===== src/rtl/hazard_detection_unit.sv =====
// Hazard detection unit: ID-stage stall (RAW / load-use) and whole-pipeline memory freeze.
// Latency: hazard/freeze are combinational from inputs and state; mem_error and counters update on clk.
// Backpressure: freeze dominates hazard; after TIMEOUT wait cycles the unit latches mem_error and freezes until reset.
//
// Ports:
//   clk, rst (async active-low)
//   forward_en, id_valid, src_1, src_2, two_src          : ID-stage operand info
//   EXE_dest, EXE_wb_en, EXE_mem_r_en                    : EXE-stage producer
//   MEM_dest, MEM_wb_en, MEM_mem_access, mem_ready       : MEM-stage producer / data memory handshake
//   hazard, freeze, mem_error, stall_cnt, freeze_cnt     : controls, sticky error, debug counters
module hazard_detection_unit #(
    parameter int TIMEOUT = 15,
    parameter int CNT_W   = 16
) (
    input  logic             clk,
    input  logic             rst,
    input  logic             forward_en,
    input  logic             id_valid,
    input  logic [3:0]       src_1,
    input  logic [3:0]       src_2,
    input  logic             two_src,
    input  logic [3:0]       EXE_dest,
    input  logic             EXE_wb_en,
    input  logic             EXE_mem_r_en,
    input  logic [3:0]       MEM_dest,
    input  logic             MEM_wb_en,
    input  logic             MEM_mem_access,
    input  logic             mem_ready,
    output logic             hazard,
    output logic             freeze,
    output logic             mem_error,
    output logic [CNT_W-1:0] stall_cnt,
    output logic [CNT_W-1:0] freeze_cnt
);

    typedef enum logic [1:0] {
        ST_RUN    = 2'd0,
        ST_FREEZE = 2'd1,
        ST_ERROR  = 2'd2
    } state_t;

    localparam logic [7:0]       LP_TIMEOUT = 8'(TIMEOUT);
    localparam logic [7:0]       LP_WAIT_1  = 8'd1;
    localparam logic [CNT_W-1:0] LP_CNT_1   = CNT_W'(1);
    localparam logic [CNT_W-1:0] LP_CNT_MAX = '1;

    state_t           r_state;
    logic [7:0]       r_wait;
    logic             r_mem_error;
    logic [CNT_W-1:0] r_stall_cnt;
    logic [CNT_W-1:0] r_freeze_cnt;

    logic w_exe_match;
    logic w_mem_match;
    logic w_raw_hazard;
    logic w_freeze_st;
    logic w_freeze;
    logic w_hazard;

    // Operand match: src_2 only counts when the instruction actually reads it.
    assign w_exe_match = (EXE_dest == src_1) | (two_src & (EXE_dest == src_2));
    assign w_mem_match = (MEM_dest == src_1) | (two_src & (MEM_dest == src_2));

    // With forwarding only a load in EXE cannot be bypassed in time (load-use).
    always_comb begin
        w_raw_hazard = 1'b0;
        if (id_valid) begin
            if (forward_en) begin
                w_raw_hazard = EXE_mem_r_en & EXE_wb_en & w_exe_match;
            end else begin
                w_raw_hazard = (EXE_wb_en & w_exe_match) | (MEM_wb_en & w_mem_match);
            end
        end
    end

    always_comb begin
        w_freeze_st = 1'b0;
        case (r_state)
            ST_RUN:    w_freeze_st = MEM_mem_access & ~mem_ready;
            ST_FREEZE: w_freeze_st = ~mem_ready;
            ST_ERROR:  w_freeze_st = 1'b1;
            default:   w_freeze_st = 1'b1;
        endcase
    end

    // Both controls are forced low while reset is held, independent of inputs.
    assign w_freeze = rst & w_freeze_st;
    assign w_hazard = rst & w_raw_hazard & ~w_freeze;

    always_ff @(posedge clk or negedge rst) begin
        if (!rst) begin
            r_state      <= ST_RUN;
            r_wait       <= '0;
            r_mem_error  <= 1'b0;
            r_stall_cnt  <= '0;
            r_freeze_cnt <= '0;
        end else begin
            case (r_state)
                ST_RUN: begin
                    // A ready in the same cycle as the access is a single-cycle access.
                    if (MEM_mem_access && !mem_ready) begin
                        r_state <= ST_FREEZE;
                        r_wait  <= LP_WAIT_1;
                    end
                end
                ST_FREEZE: begin
                    if (mem_ready) begin
                        r_state <= ST_RUN;
                        r_wait  <= '0;
                    end else if (r_wait < LP_TIMEOUT) begin
                        r_wait <= r_wait + LP_WAIT_1;
                    end else begin
                        r_state     <= ST_ERROR;
                        r_mem_error <= 1'b1;
                    end
                end
                ST_ERROR: begin
                    r_mem_error <= 1'b1;
                end
                default: begin
                    r_state <= ST_ERROR;
                    r_mem_error <= 1'b1;
                end
            endcase

            if (w_hazard && (r_stall_cnt != LP_CNT_MAX)) begin
                r_stall_cnt <= r_stall_cnt + LP_CNT_1;
            end
            if (w_freeze && (r_freeze_cnt != LP_CNT_MAX)) begin
                r_freeze_cnt <= r_freeze_cnt + LP_CNT_1;
            end
        end
    end

    assign hazard     = w_hazard;
    assign freeze     = w_freeze;
    assign mem_error  = r_mem_error;
    assign stall_cnt  = r_stall_cnt;
    assign freeze_cnt = r_freeze_cnt;

endmodule


===== config.mk =====
export PLATFORM = sky130hd
export DESIGN_NAME = hazard_detection_unit
export DESIGN_NICKNAME = d
export VERILOG_FILES = /design/src/rtl/hazard_detection_unit.sv
export SDC_FILE = /design/constraint.sdc
export NUM_CORES = 1
export LEC_CHECK = 0
export CORE_UTILIZATION = 50
export DETAILED_ROUTE_END_ITERATION = 12
export PLACE_DENSITY = 0.82
export SLEW_MARGIN = 20
export SYNTH_ARGS = -nofsm -noshare
export SYNTH_HDL_FRONTEND = slang
export SYNTH_SLANG_ARGS = --single-unit
export TNS_END_PERCENT = 100

===== constraint.sdc =====
create_clock -name clk -period 3.5 [get_ports clk]
set_input_delay 0.7 -clock clk [delete_from_list [all_inputs] [get_ports clk]]
set_output_delay 0.7 -clock clk [all_outputs]
set_load 0.05 [all_outputs]

# == Yosys cells after proc, flatten, opt, wreduce, memory -nomap -nowiden ==
# Cells that the tools add are included.
# classes
addsub,3
n_lt_le_gt_ge,1
eq_ne,13
n_mux,14
bitwise,17
reduce_logical,9
# ops
cell,n
$add 16x1->16 const B,2
$ne 16x16->1 const B,2
$mux 8,3
$eq 4x4->1,4
$pmux 8 s2,1
$and 1x1->1,10
$reduce_and 3->1,3
$add 8x1->8 const B,1
$lt 8x4->1 const B,1
$mux 2,3
$ne 2x2->1 const B,3
$ne 3x3->1 const B,2
$pmux 2 s3,1
$mux 1,4
$not 1->1,4
$pmux 1 s2,2
$logic_and 1x1->1,3
$or 1x1->1,3
$eq 2x1->1 const B,1
$eq 2x2->1 const B,1
$logic_not 2->1,1
$reduce_bool 2->1,1
$logic_not 1->1,1
# totals
register_bits,43
wordCells,62

# == Longest topological paths before layout ==
# depth
ltp_word,10
depth_mapped,8

# == Worst setup path before layout ==
# Ideal clock, no wire load.
# synth_path
path_type,input port to output port
from,input src_2[1]
to,output hazard
arrival_ps,2224
t_required_ps,2800
setup_slack_ps,576
cell_stages,5
n_path_buf,1
path_cell_list,xor2_1 -> o41ai_2 -> a32oi_2 -> buf_6 -> nor2_1
# synth_between
elab_chain_cells,9
elab_cells_between_ends,14
classes_between,eq/ne: 2; mux: 2; bitwise: 10
# synth_rtl
element,line_no,rtl
start: declaration,20,"input logic [3:0] src_2,"
"$eq 4x4->1, on equally long branches","61, 62",
"$and 1x1->1, on equally long branches","61, 62",
"$or 1x1->1, on equally long branches","61, 62",
$and 1x1->1,71,w_raw_hazard = (EXE_wb_en & w_exe_match) | (MEM_wb_en & w_mem_match);
$or 1x1->1,71,
$mux 1 *,68,if (forward_en) begin
$mux 1 *,67,if (id_valid) begin
$and 1x1->1 * (2 in a row),88,assign w_hazard = rst & w_raw_hazard & ~w_freeze;
end: declaration,29,"output logic hazard,"
# Every way passes the cells marked *; elsewhere a longest branch is shown, timed or not.

# == Worst setup path after layout ==
# layout_path
from,input mem_ready
to,output freeze
# layout_between
elab_chain_cells,4
# layout_rtl
element,line_no,rtl
start: declaration,28,"input logic mem_ready,"
$not 1->1 *,"79, 80",
$and 1x1->1,79,ST_RUN: w_freeze_st = MEM_mem_access & ~mem_ready;
$pmux 1 s2 *,78,case (r_state)
$and 1x1->1 *,87,assign w_freeze = rst & w_freeze_st;
end: declaration,30,"output logic freeze,"
# Marked as above.

==> impl_metrics.py <==
metrics = {
    "clocking": {
        "clkTransAtPathRegs_ps": 80,
        "cts_inserted_buffers": 5,
        "cts_setup_buffers": 0,
        "cts_sinks": 43,
        "ctsHtreeMaxLevel": 2,
        "cts_root_buffer": "clkbuf_8",
        "clk_latency_ps": 290,
        "cts-resized-gates": 0,
        "hold_buffers": 0,
        "cts_tree": "done",
        "clk_path_buf_depth": 2,
    },
    "finish": {
        "nNetsFinal": 319,
        "drive_above_1_share_pct": 9.66,
        "fin_area_um2": 3100,
        "syn2layout_area_growth_pct": 33.0,
        "diodes": 0,
    },
    "timing": {
        "fin_crit_sh_pct": 86.3,
        "fmaxAchievable_mhz": 331,
        "fin_worst_skew_ps": 9.04,
        "worst_slew_pin_slew_ps": 616,
        "post-route-min-period_ps": 3020,
        "slew_headroom_pct": 58.5,
        "fin_tns_setup_ps": 0,
        "hold_viol": 0,
        "finalSetupViolations": 0,
        "rsz0062_at_grt": "false",
        "slew_violations": 0,
    },
    "yosys": {
        "ys_types": 43,
        "avgSynthCellArea_um2": 10.4,
        "yosys_warnings": 0,
        "synth-simple-area-share_pct": 23.0,
        "synth_top_family_by_area": "simple AND/OR/NAND/NOR gates",
        "netlist_instances": 223,
        "synthArstFlopShare_pct": 100,
        "ys_ff_latch": 43,
        "synthAdderAreaFrac_pct": 1.61,
        "synthXorXnorAreaFrac_pct": 15.8,
        "synth_nets": 252,
        "synth_ff_type": "dfrtp_1",
        "synth_edf_count": 0,
        "yosysSeqAreaShare_pct": 46.2,
        "synthesis.area_um2": 2330,
        "synth_mux_area_share_pct": 2.36,
        "synth_compound_area_share_pct": 9.02,
    },
    "pwr": {
        "leakagePower_uw": 0.00137,
        "p_total_uw": 1400,
        "irDropWorstVdd_v": 0.000465,
        "power_density_nw_per_um2": 452,
    },
    "worst_setup_path": {
        "r2r_start": "r_state[0]",
        "cp.arrival_ps": 2320,
        "crit_family": "buffers and inverters",
        "critPathBufInv": 3,
        "critPathMaxFanout": 6,
        "path_cells": "clkdlybuf4s50_1 > o21ba_2 > o21ai_0 > inv_1 > buf_12",
        "regToRegEndpoint": "freeze_cnt[15]",
        "reg2reg_slack_ps": 1450,
        "r2r_cells": 6,
        "crit_required_ps": 2800,
        "critical_path.max_stage_delay_ps": 560,
        "crit_path_start_kind": "input pin",
        "slowest_stage": "clkdlybuf4s50_1",
        "cp-end-kind": "output pin",
        "critPathKind": "input pin to output pin",
        "cp-startpoint": "mem_ready",
        "path_depth": 5,
    },
    "floorplan": {
        "die-area_um2": 4940,
        "fp.dieH_um": 70.3,
        "io_pins": 61,
        "rows": 24,
        "core_um2": 4410,
        "die_w_um": 70.3,
        "start_util_pct": 52.8,
    },
    "grt": {
        "grt_max_degree": 27,
        "gr-usage-met1_pct": 28.7,
        "grt_util_all_layers_pct": 21.5,
        "grt_use_met3_pct": 4.76,
        "grt-ovfl-total": 0,
        "grt_pass1_wl_um": 8450,
        "grt_pass1_vias": 1844,
        "antenna_found_initial": 0,
        "grt.busiest_layer": "met2",
        "grt_util_met2_pct": 34.2,
    },
    "routing": {
        "dr.pass1.iters": 4,
        "vias_per_cell": 5.64,
        "wire_per_inst_um": 14.5,
        "drtAntennaViolNets": 0,
        "drt_iter0_drc": 108,
        "drc": 0,
        "vias": 1929,
        "drt_wl_total_um": 4940,
    },
    "run": {
        "cap_viol_max_count": 0,
    },
    "placement": {
        "place.gp.congestion": 0.780,
        "dp_hpwl_um": 3640,
        "io_buffers": 60,
        "dpl_cell_area_um2": 3010,
    },
    "outcome": {
        "outcome": "complete, no violations",
    },
    "hold_path": {
        "hold_path_class": "input pin to async pin",
    },
}
[placed cells by master, fill, tap and decap left out, types with 4 or more instances in the layout]
master / count
and3_1: 5
clkbuf_8: 6
clkdlybuf4s50_1: 57
dfrtp_1: 43
inv_1: 7
mux2_2: 4
nand2_1: 21
nand3_1: 8
nand4_1: 13
nor2_1: 14
nor2b_1: 4
nor3_1: 6
nor4_2: 6
o21ai_0: 6
xnor2_1: 20
xor2_1: 22
[worst register-to-register path, stage by stage (launching register included)]
cell and delay, ps:
dfrtp_1 450, o21ba_2 240, o21ai_0 500, nor3_1 160
o21ai_0 280, nor2_1 150, xor2_1 170
[stage by stage]
step	hold slack (ps)	instances	worst slack [ps]	utilization, %
final	333	342	480	70.2
after global routing	358	342	407	70.2
after CTS	340	342	466	70.2
after detailed placement	461	335	507	68.2
after global placement	460	335	540	68.2
after floorplan	404	223	576	-
[state kept, by name, summed over array words and instances (netlist names)]
name,count
freeze_cnt,16
stall_cnt,16
mem_error,1
r_wait,8
r_state,2
[cell families (layout without fill, tap and decap cells)]
family | count (synthesis) | count (layout)
AND/OR/NAND/NOR | 92 | 92
flip-flops | 43 | 43
XOR/XNOR | 42 | 42
AO/OA/AOI/OAI | 28 | 28
buffers and inverters | 10 | 77
multiplexers | 5 | 5
adder cells (fa/ha/maj) | 3 | 3
[per-layer routing]
| metal | routed length (um) | up-vias |
|---|---|---|
| met5 | 0 | - |
| met1 | 2290 | 926 |
| met4 | 80 | 0 |
| li1 | - | 933 |
| met2 | 2320 | 61 |
| met3 | 259 | 9 |
[synthesized netlist by cell type, types with 2 or more instances]
cell type | count | area, um2
a21o_1 | 2 | 15.0
a21oi_1 | 3 | 15.0
a41oi_1 | 3 | 26.3
and2_1 | 3 | 18.8
and3_1 | 5 | 31.3
buf_2 | 2 | 10.0
dfrtp_1 | 43 | 1080
ha_1 | 3 | 37.5
inv_1 | 7 | 26.3
mux2_2 | 4 | 45.0
nand2_1 | 21 | 78.8
nand2b_1 | 2 | 12.5
nand3_1 | 8 | 40.0
nand3b_1 | 3 | 22.5
nand4_1 | 13 | 81.3
nor2_1 | 14 | 52.6
nor2b_1 | 4 | 25.0
nor3_1 | 6 | 30.0
nor4_2 | 6 | 75.1
o21a_1 | 2 | 15.0
o21ai_0 | 6 | 30.0
o41ai_1 | 2 | 17.5
xnor2_1 | 20 | 175
xor2_1 | 22 | 193
[layout make-up]
cell class | count | area (um2)
fillers | 334 | 1320
multi-input cells | 170 | 1210
flip-flops and latches | 43 | 1080
repair buffers | 63 | 638
clock buffers | 6 | 82.6
well taps | 52 | 65.1
inverters | 7 | 26.3
clock inverters | 1 | 5.00
[how the worst max path moves through the flow]
| stage | end | slack [ps] |
|---|---|---|
| detailed placement | freeze | 510 |
| global placement | hazard | 540 |
| global route | freeze | 410 |
| finish | freeze | 480 |
| floorplan | hazard | 580 |
| CTS | freeze | 470 |
[report_power, final]
part	switching, uW	total (uW)	internal (uW)
combinational	279	461	182
sequential	76.8	630	553
clock	157	312	155
total	512	1400	890
Note: power is estimated with default switching activity, not from simulation.
